**src/rtl/vram_arbiter_if.sv**
```systemverilog
// VRAM arbiter bus bundle: renderer read port, CPU PPUDATA port, VRAM port.
// slave = arbiter side; master = requesters and VRAM side.
interface vram_arbiter_if #(
  parameter int ADDR_W = 16,
  parameter int DATA_W = 8
);
  logic              ren_req;
  logic [ADDR_W-1:0] ren_addr;
  logic              ren_ack;
  logic              ren_rvalid;
  logic [DATA_W-1:0] ren_rdata;

  logic              cpu_req;
  logic              cpu_we;
  logic [ADDR_W-1:0] cpu_addr;
  logic [DATA_W-1:0] cpu_wdata;
  logic              cpu_busy;
  logic              cpu_drop;
  logic              cpu_rvalid;
  logic [DATA_W-1:0] cpu_rdata;

  logic [ADDR_W-1:0] VRAM_addr;
  logic              VRAM_WE;
  logic [DATA_W-1:0] VRAM_data_in;
  logic [DATA_W-1:0] VRAM_data_out;

  modport slave (
    input  ren_req,
    input  ren_addr,
    output ren_ack,
    output ren_rvalid,
    output ren_rdata,
    input  cpu_req,
    input  cpu_we,
    input  cpu_addr,
    input  cpu_wdata,
    output cpu_busy,
    output cpu_drop,
    output cpu_rvalid,
    output cpu_rdata,
    output VRAM_addr,
    output VRAM_WE,
    output VRAM_data_in,
    input  VRAM_data_out
  );

  modport master (
    output ren_req,
    output ren_addr,
    input  ren_ack,
    input  ren_rvalid,
    input  ren_rdata,
    output cpu_req,
    output cpu_we,
    output cpu_addr,
    output cpu_wdata,
    input  cpu_busy,
    input  cpu_drop,
    input  cpu_rvalid,
    input  cpu_rdata,
    input  VRAM_addr,
    input  VRAM_WE,
    input  VRAM_data_in,
    output VRAM_data_out
  );
endinterface

```
**src/rtl/vram_arbiter.sv**
```systemverilog
// Single-port VRAM arbiter: renderer first, CPU via one-entry pending buffer.
// Ports: VGA_CLK, reset (async, active-high), bus (vram_arbiter_if.slave).
module vram_arbiter #(
  parameter int ADDR_W       = 16,
  parameter int DATA_W       = 8,
  parameter int STARVE_LIMIT = 4
) (
  input  logic            VGA_CLK,
  input  logic            reset,
  vram_arbiter_if.slave   bus
);

  localparam int CNT_W = $clog2(STARVE_LIMIT + 1);
  localparam logic [CNT_W-1:0] CNT_MAX = CNT_W'(STARVE_LIMIT);

  localparam logic [1:0] OWN_NONE = 2'd0;
  localparam logic [1:0] OWN_REN  = 2'd1;
  localparam logic [1:0] OWN_CPU  = 2'd2;

  logic              r_pend_valid;
  logic              r_pend_we;
  logic [ADDR_W-1:0] r_pend_addr;
  logic [DATA_W-1:0] r_pend_wdata;
  logic [CNT_W-1:0]  r_starve_cnt;
  logic [1:0]        r_ret_owner;
  logic [DATA_W-1:0] r_cpu_rdata;
  logic              r_cpu_drop;

  logic              w_starved;
  logic              w_cpu_gnt;
  logic              w_ren_gnt;
  logic              w_pend_load;
  logic              w_drop;
  logic [1:0]        w_ret_next;
  logic              w_ren_ret;
  logic              w_cpu_ret;

  assign w_starved = (r_starve_cnt == CNT_MAX);

  // A starved pending request steals the slot even while the
  // renderer is asking; the renderer holds its request until acked.
  assign w_cpu_gnt = ~reset & r_pend_valid &
                     (~bus.ren_req | w_starved);
  assign w_ren_gnt = ~reset & bus.ren_req & ~w_cpu_gnt;

  // Reloading in the grant cycle keeps back-to-back CPU accesses
  // bubble-free.
  assign w_pend_load = bus.cpu_req &
                       (~r_pend_valid | w_cpu_gnt);
  assign w_drop      = bus.cpu_req & r_pend_valid & ~w_cpu_gnt;

  always_comb begin
    w_ret_next = OWN_NONE;
    unique case (1'b1)
      w_cpu_gnt: w_ret_next = r_pend_we ? OWN_NONE : OWN_CPU;
      w_ren_gnt: w_ret_next = OWN_REN;
      default:   w_ret_next = OWN_NONE;
    endcase
  end

  always_ff @(posedge VGA_CLK or posedge reset) begin
    if (reset) begin
      r_pend_valid <= 1'b0;
      r_pend_we    <= 1'b0;
      r_pend_addr  <= '0;
      r_pend_wdata <= '0;
    end else if (w_pend_load) begin
      r_pend_valid <= 1'b1;
      r_pend_we    <= bus.cpu_we;
      r_pend_addr  <= bus.cpu_addr;
      r_pend_wdata <= bus.cpu_wdata;
    end else if (w_cpu_gnt) begin
      r_pend_valid <= 1'b0;
    end
  end

  always_ff @(posedge VGA_CLK or posedge reset) begin
    if (reset) begin
      r_starve_cnt <= '0;
    end else if (~r_pend_valid | w_cpu_gnt) begin
      r_starve_cnt <= '0;
    end else if (~w_starved) begin
      r_starve_cnt <= r_starve_cnt + CNT_W'(1);
    end
  end

  always_ff @(posedge VGA_CLK or posedge reset) begin
    if (reset) begin
      r_ret_owner <= OWN_NONE;
      r_cpu_drop  <= 1'b0;
    end else begin
      r_ret_owner <= w_ret_next;
      r_cpu_drop  <= w_drop;
    end
  end

  assign w_ren_ret = (r_ret_owner == OWN_REN);
  assign w_cpu_ret = (r_ret_owner == OWN_CPU);

  always_ff @(posedge VGA_CLK or posedge reset) begin
    if (reset) begin
      r_cpu_rdata <= '0;
    end else if (w_cpu_ret) begin
      r_cpu_rdata <= bus.VRAM_data_out;
    end
  end

  assign bus.VRAM_addr    = w_cpu_gnt ? r_pend_addr
                                      : bus.ren_addr;
  assign bus.VRAM_WE      = w_cpu_gnt & r_pend_we;
  assign bus.VRAM_data_in = r_pend_wdata;

  assign bus.ren_ack    = w_ren_gnt;
  assign bus.ren_rvalid = w_ren_ret;
  assign bus.ren_rdata  = reset ? '0 : bus.VRAM_data_out;

  // Bypass so the returning read is visible in its rvalid cycle;
  // the hold register keeps it afterwards.
  assign bus.cpu_rvalid = w_cpu_ret;
  assign bus.cpu_rdata  = w_cpu_ret ? bus.VRAM_data_out
                                    : r_cpu_rdata;
  assign bus.cpu_busy   = r_pend_valid;
  assign bus.cpu_drop   = r_cpu_drop;

endmodule

```
**src/flat_wrapper.sv**
```systemverilog
// flat-port wrapper written by rule: the top's interface ports become plain ports
module vram_arbiter_flat 
#(
  parameter int ADDR_W       = 16,
  parameter int DATA_W       = 8,
  parameter int STARVE_LIMIT = 4
)
  (VGA_CLK, reset, bus_ren_req, bus_ren_addr, bus_ren_ack, bus_ren_rvalid, bus_ren_rdata, bus_cpu_req, bus_cpu_we, bus_cpu_addr, bus_cpu_wdata, bus_cpu_busy, bus_cpu_drop, bus_cpu_rvalid, bus_cpu_rdata, bus_VRAM_addr, bus_VRAM_WE, bus_VRAM_data_in, bus_VRAM_data_out);
  vram_arbiter_if #(.ADDR_W(ADDR_W), .DATA_W(DATA_W)) bus_i ();
  input  logic VGA_CLK;
  input  logic reset;
  input wire logic [$bits(bus_i.ren_req)-1:0] bus_ren_req;
  input wire logic [$bits(bus_i.ren_addr)-1:0] bus_ren_addr;
  output wire logic [$bits(bus_i.ren_ack)-1:0] bus_ren_ack;
  output wire logic [$bits(bus_i.ren_rvalid)-1:0] bus_ren_rvalid;
  output wire logic [$bits(bus_i.ren_rdata)-1:0] bus_ren_rdata;
  input wire logic [$bits(bus_i.cpu_req)-1:0] bus_cpu_req;
  input wire logic [$bits(bus_i.cpu_we)-1:0] bus_cpu_we;
  input wire logic [$bits(bus_i.cpu_addr)-1:0] bus_cpu_addr;
  input wire logic [$bits(bus_i.cpu_wdata)-1:0] bus_cpu_wdata;
  output wire logic [$bits(bus_i.cpu_busy)-1:0] bus_cpu_busy;
  output wire logic [$bits(bus_i.cpu_drop)-1:0] bus_cpu_drop;
  output wire logic [$bits(bus_i.cpu_rvalid)-1:0] bus_cpu_rvalid;
  output wire logic [$bits(bus_i.cpu_rdata)-1:0] bus_cpu_rdata;
  output wire logic [$bits(bus_i.VRAM_addr)-1:0] bus_VRAM_addr;
  output wire logic [$bits(bus_i.VRAM_WE)-1:0] bus_VRAM_WE;
  output wire logic [$bits(bus_i.VRAM_data_in)-1:0] bus_VRAM_data_in;
  input wire logic [$bits(bus_i.VRAM_data_out)-1:0] bus_VRAM_data_out;
  assign bus_i.ren_req = bus_ren_req;
  assign bus_i.ren_addr = bus_ren_addr;
  assign bus_ren_ack = bus_i.ren_ack;
  assign bus_ren_rvalid = bus_i.ren_rvalid;
  assign bus_ren_rdata = bus_i.ren_rdata;
  assign bus_i.cpu_req = bus_cpu_req;
  assign bus_i.cpu_we = bus_cpu_we;
  assign bus_i.cpu_addr = bus_cpu_addr;
  assign bus_i.cpu_wdata = bus_cpu_wdata;
  assign bus_cpu_busy = bus_i.cpu_busy;
  assign bus_cpu_drop = bus_i.cpu_drop;
  assign bus_cpu_rvalid = bus_i.cpu_rvalid;
  assign bus_cpu_rdata = bus_i.cpu_rdata;
  assign bus_VRAM_addr = bus_i.VRAM_addr;
  assign bus_VRAM_WE = bus_i.VRAM_WE;
  assign bus_VRAM_data_in = bus_i.VRAM_data_in;
  assign bus_i.VRAM_data_out = bus_VRAM_data_out;
  vram_arbiter #(.ADDR_W(ADDR_W), .DATA_W(DATA_W), .STARVE_LIMIT(STARVE_LIMIT)) u_core (.VGA_CLK(VGA_CLK), .reset(reset), .bus(bus_i));
endmodule
```
**config.mk**
```make
export PLATFORM = sky130hd
export DESIGN_NAME = vram_arbiter_flat
export DESIGN_NICKNAME = d
export VERILOG_FILES = /design/src/rtl/vram_arbiter_if.sv /design/src/rtl/vram_arbiter.sv /design/src/flat_wrapper.sv
export SDC_FILE = /design/constraint.sdc
export NUM_CORES = 1
export LEC_CHECK = 0
export CAP_MARGIN = 20
export CORE_ASPECT_RATIO = 2
export CORE_MARGIN = 2
export CORE_UTILIZATION = 39
export CTS_BUF_LIST = sky130_fd_sc_hd__clkbuf_16
export CTS_CLUSTER_DIAMETER = 80
export DETAILED_ROUTE_END_ITERATION = 16
export HOLD_SLACK_MARGIN = 0.05
export PLACE_DENSITY = 0.8
export REMOVE_ABC_BUFFERS = 1
export SYNTH_ARGS = -nofsm -noshare
export SYNTH_HDL_FRONTEND = slang
export SYNTH_SLANG_ARGS = --single-unit
export TNS_END_PERCENT = 5
```
**constraint.sdc**
```tcl
create_clock -name VGA_CLK -period 3.06 [get_ports VGA_CLK]
set_clock_uncertainty 0.2 [all_clocks]
set_input_delay 0.765 -clock VGA_CLK [delete_from_list [all_inputs] [get_ports VGA_CLK]]
set_output_delay 0.765 -clock VGA_CLK [all_outputs]
set_load 0.02 [all_outputs]
```
-- Word-level counts from Yosys, hierarchy flattened
Cells that the tools add are included.
- word-level logic and storage cells: 37
- register bits: 40
- output and inout port bits: 46
- $add $sub $neg: 1
- muxes and demuxes: 9
- bitwise logic cells: 14
- reductions and logical operators: 1
- equal/unequal tests: 4
- operators by type and width (kind ; number):
    16-bit two-way mux ; 1
    8-bit two-way mux ; 2
    1-bit AND ; 8
    3-bit two-way mux ; 2
    1-bit inverter ; 4
    2-bit case mux with 2 select lines ; 1
    3-bit by 1-bit adder with 3-bit output, second input constant ; 1
    3-bit == test, second input constant ; 1
    2-bit by 1-bit == test with 1-bit output, second input constant ; 1
    2-bit == test, second input constant ; 1
    1-bit two-way mux ; 2
    2-bit two-way mux ; 1
    2-bit inequality test, second input constant ; 1
    1-bit OR ; 2
    2-bit nonzero test ; 1

-- Longest topological paths before layout
Gate-level depths: netlist of the first run.
- depth after elaboration: 6
- depth in mapped cells: 7
- gate-level depth less buffers: 5

-- Worst setup path before layout of the first run
Ideal clock, no wire load.
- path kind: input to output
- from: in bus_ren_req
- to: out bus_ren_ack
- path slack: 0.241 ns
- buffers on the path: 2
- stages: 5
- data arrival time: 1.854 ns
- path through: a21boi_1 -> nor3b_1 -> buf_4 -> buf_6 -> nor3b_1
- word-level cells in the longest chain between the ends: 5
- elaborated cells on any way between the ends: 6
- classes of those cells: 6 x bitwise
- ends and longest elaborated chain (what ; RTL line ; source):
    start, declared ; flat_wrapper.sv:12 ; input wire logic [$bits(bus_i.ren_req)-1:0] bus_ren_req;
    1-bit inverter ; vram_arbiter.sv:43 ; (~bus.ren_req | w_starved);
    1-bit OR ; vram_arbiter.sv:43 ;
    1-bit AND ; vram_arbiter.sv:42 ; assign w_cpu_gnt = ~reset & r_pend_valid &
    1-bit inverter ; vram_arbiter.sv:44 ; assign w_ren_gnt = ~reset & bus.ren_req & ~w_cpu_gnt;
    1-bit AND * ; vram_arbiter.sv:44 ;
    end, declared ; flat_wrapper.sv:14 ; output wire logic [$bits(bus_i.ren_ack)-1:0] bus_ren_ack;
Mark *: on every way between the ends. The rest lies on a longest branch, timed or not.

-- Worst setup path in the final report of the first run
- from: in bus_VRAM_data_out[2]
- to: out bus_cpu_rdata[2]
- word-level cells in the longest chain between the ends: 1
- ends and longest elaborated chain (what ; RTL line ; source):
    start, declared ; flat_wrapper.sv:28 ; input wire logic [$bits(bus_i.VRAM_data_out)-1:0] bus_VRAM_data_out;
    8-bit two-way mux ; vram_arbiter.sv:120 ; assign bus.cpu_rdata = w_cpu_ret ? bus.VRAM_data_out
    end, declared ; flat_wrapper.sv:24 ; output wire logic [$bits(bus_i.cpu_rdata)-1:0] bus_cpu_rdata;
No other way between the ends.

==> reports/qor.txt, run 1 <==
VDD IR max = 0.703 mV
Least-Margin Pin Slew = 0.552 ns
Congestion Overflow GR = 0
Req. time, crit path = 2.09 ns
First-pass GRT wire length = 7580 um
Root Driver = clkbuf_16
Nets@finish = 302
Antenna violations before repair = 0
Final Hold Viols = 0
Sequential element share of the synthesized area = 54.5%
FF-to-FF path depth = 7
Number of DRC markers in iteration 0 = 7
Pleak = 1.43 nW
CTS Buffer Depth = 2
Clock Latency Late Sink = 0.28 ns
Share of layout cells above drive strength 1 = 39.1%
Dpl hpwl = 3360 um
CTS buffer count = 5
Routed Wire Length = 4740 um
Cell Rows = 35
Die Area = 5310 um2
Hold Slack = 0.237 ns
Die Y = 101 um
Final Slew Violations = 0
TritonCTS clock tree = built
Crit start category = input pin
Pin count of the biggest net entering global routing = 41
CP max stage delay = 0.55 ns
Hold depth = 1
Initial core utilization = 40.3%
Register area = 1000 um2
Worst Path Max Fanout = 2
Post-route DRC = 0
Fin area = 3260 um2
Avg Inst Size Synth = 13.8 um2
Number of fill cells in the layout = 309
Synthesis-stage register bit count = 40
Worst R2R End = u_core.r_pend_addr[13]
Vias per cell = 4.75
DIE WIDTH = 52.5 um
GRT Total Usage = 19.6%
Family with the most delay on the worst path = buffers and inverters
Design Power = 2.29 mW
Worst Setup Slack post-DPL = -0.683 ns
Tmin final = 3.01 ns
WS Path Type = input pin to primary output
F_max = 333 MHz
H-tree levels = 2
Core area = 4550 um2
Routed Antenna Nets = 0
Final Wtd Congestion = 0.778
YS warnings = 0
I/O pins = 99
Vias in the first global route = 1,582
P&R area growth vs syn = 77.5%
Period utilization = 98.2%
Status = finished clean
Critical path's most frequent cell = clkdlybuf4s50_1
Mapped Area = 1840 um2
Worst-path clk slew = 0.06 ns
Hold endpoint = u_core.r_ret_owner[1]
Mean routed wirelength per cell = 15.7 um
Slowest stage cell, crit path = clkdlybuf4s50_1
Setup ws final = 0.0549 ns
# hold bufs at CTS = 0
Worst Hold Class = register to register
Final Core Density = 71.6%
Final setup violation count = 0
Power density over the cells = 701 nW/um2
Max-cap violations = 0
Hold Startpoint = u_core.r_pend_we
Clock sink count = 40
Worst rel slew slack = 62.8%
Buf+Inv Stages, Crit Path = 2
Cell variety after synth = 20
Cells after Synth = 133
Worst EP arrival = 2.04 ns
Worst-path cell chain = clkdlybuf4s50_1, mux2_2, clkdlybuf4s50_1
Placed cell area = 2960 um2
Vias after detailed routing = 1,439
R2R Path Start = u_core.r_starve_cnt[0]
Buffers on Ports = 98
Multi-input gate area = 865 um2
Setup slack, reg-to-reg = 1.09 ns
1st-pass router iterations = 4
RSZ-0062 raised after global routing = false
Nature of the critical path endpoint = primary output
Antenna diodes = 0
==> layer usage <==
layer | track usage (%) | wire length (um) | up-vias
met5 | 0 | 0 | -
met4 | 6.51 | 63 | 0
met2 | 34.0 | 2700 | 70
met3 | 5.79 | 343 | 4
li1 | - | - | 674
met1 | 22.1 | 1640 | 691
==> worst max path at each step <==
stage                              to                  from  cells after the start  slack, ns
floorplan            bus_VRAM_addr[0]           bus_ren_req                      3      -0.64
global placement     bus_VRAM_addr[5]           bus_ren_req                      6      -0.66
detailed placement  bus_VRAM_addr[12]           bus_ren_req                      6      -0.68
CTS                  bus_VRAM_addr[5]                 reset                      6      0.004
global route         bus_cpu_rdata[2]  bus_VRAM_data_out[2]                      3       0.02
finish               bus_cpu_rdata[2]  bus_VRAM_data_out[2]                      3       0.05
==> synthesized netlist by cell type (all sizes together) <==
cell type	number	share of area (%)
mux2	49	30
and2	2	0.82
a21boi	1	0.41
a21oi	1	0.27
buf	4	2.2
ha	2	1.4
nand2b	2	0.68
dfrtp	40	54
nor3	1	0.27
nor2	4	0.82
clkbuf	2	0.41
inv	5	1.0
o21ai	1	0.27
nor2b	10	3.4
nand2	5	1.0
xnor2	1	0.48
nor3b	2	0.82
o211ai	1	1.2
==> stage by stage <==
stage	instances	TNS, ns
global route	303	0
CTS	302	0
finish	303	0
detailed placement	292	-12.66
floorplan	127	-11.34
global placement	292	-12.29
==> state kept, by name (all words and copies together) (netlist names) <==
name and cells:
u_core.r_starve_cnt 3, u_core.bus.cpu_drop 1, u_core.r_ret_owner 2, u_core.r_cpu_rdata 8
u_core.r_pend_addr 16, u_core.bus.cpu_busy 1, u_core.bus.VRAM_data_in 8, u_core.r_pend_we 1
==> where the power goes <==
group / leakage [nW] / total [mW] / switching (mW) / internal [mW]
Combinational: 0.887 / 1.00 / 0.423 / 0.577
Sequential: 0.473 / 0.788 / 0.0856 / 0.703
Clock: 0.0710 / 0.497 / 0.201 / 0.296
Total: 1.43 / 2.29 / 0.710 / 1.58
==> cell type report <==
type / count / area share (%)
repair buffers: 113 / 35.8
flip-flops and latches: 40 / 30.7
inverters: 5 / 0.576
multi-input cells: 82 / 26.5
clock inverters: 3 / 0.422
clock buffers: 5 / 3.84
well taps: 55 / 2.11
==> cell families (layout without fill, tap and decap cells) <==
kind of cell / Yosys count / count (layout) / share of synthesized area, %
muxes: 49 / 49 / 30.0
adders and majority gates: 2 / 2 / 1.36
buffers and inverters: 11 / 126 / 3.68
AOI/OAI and AO/OA: 4 / 4 / 2.11
and+or+nand+nor: 26 / 26 / 7.83
DFF: 40 / 40 / 54.5
xor gates and xnor gates: 1 / 1 / 0.477
==> layout by cell type, fill, tap and decap left out, types with 2 or more instances in the layout <==
cell,count
clkdlybuf4s50_1,78
buf_6,16
mux2_2,34
nor2_1,4
nand2_1,5
inv_1,4
clkbuf_16,5
mux2_4,15
buf_12,3
dfrtp_1,40
buf_4,10
clkinv_2,2
nor2b_1,10
nand2b_1,2
==> timing repair <==
action                                  CTS  global route
gates resized for setup                 128             4
endpoints found under the hold margin     0             0
cloned                                    1             0
pin swaps                                 1             1
buffers inserted                          2             1
endpoints found under the setup margin   26            15
==> worst reg2reg max path, cell delays in order, from the launching register on <==
cell	delay, ns
dfrtp_1	0.36
inv_2	0.06
ha_4	0.17
buf_4	0.13
and2_4	0.15
o211ai_4	0.20
buf_12	0.21
mux2_2	0.36
No activity file was read; power rests on OpenSTA's default activity.
==> run 2: changes to the inputs <==
--- a/config.mk
+++ b/config.mk
@@ -18,4 +18,4 @@
 export SYNTH_ARGS = -nofsm -noshare
 export SYNTH_HDL_FRONTEND = slang
 export SYNTH_SLANG_ARGS = --single-unit
-export TNS_END_PERCENT = 5
+export TNS_END_PERCENT = 30
==> results of run 2 <==
The final DEF is identical to that of run 1; final timing and power are the same.
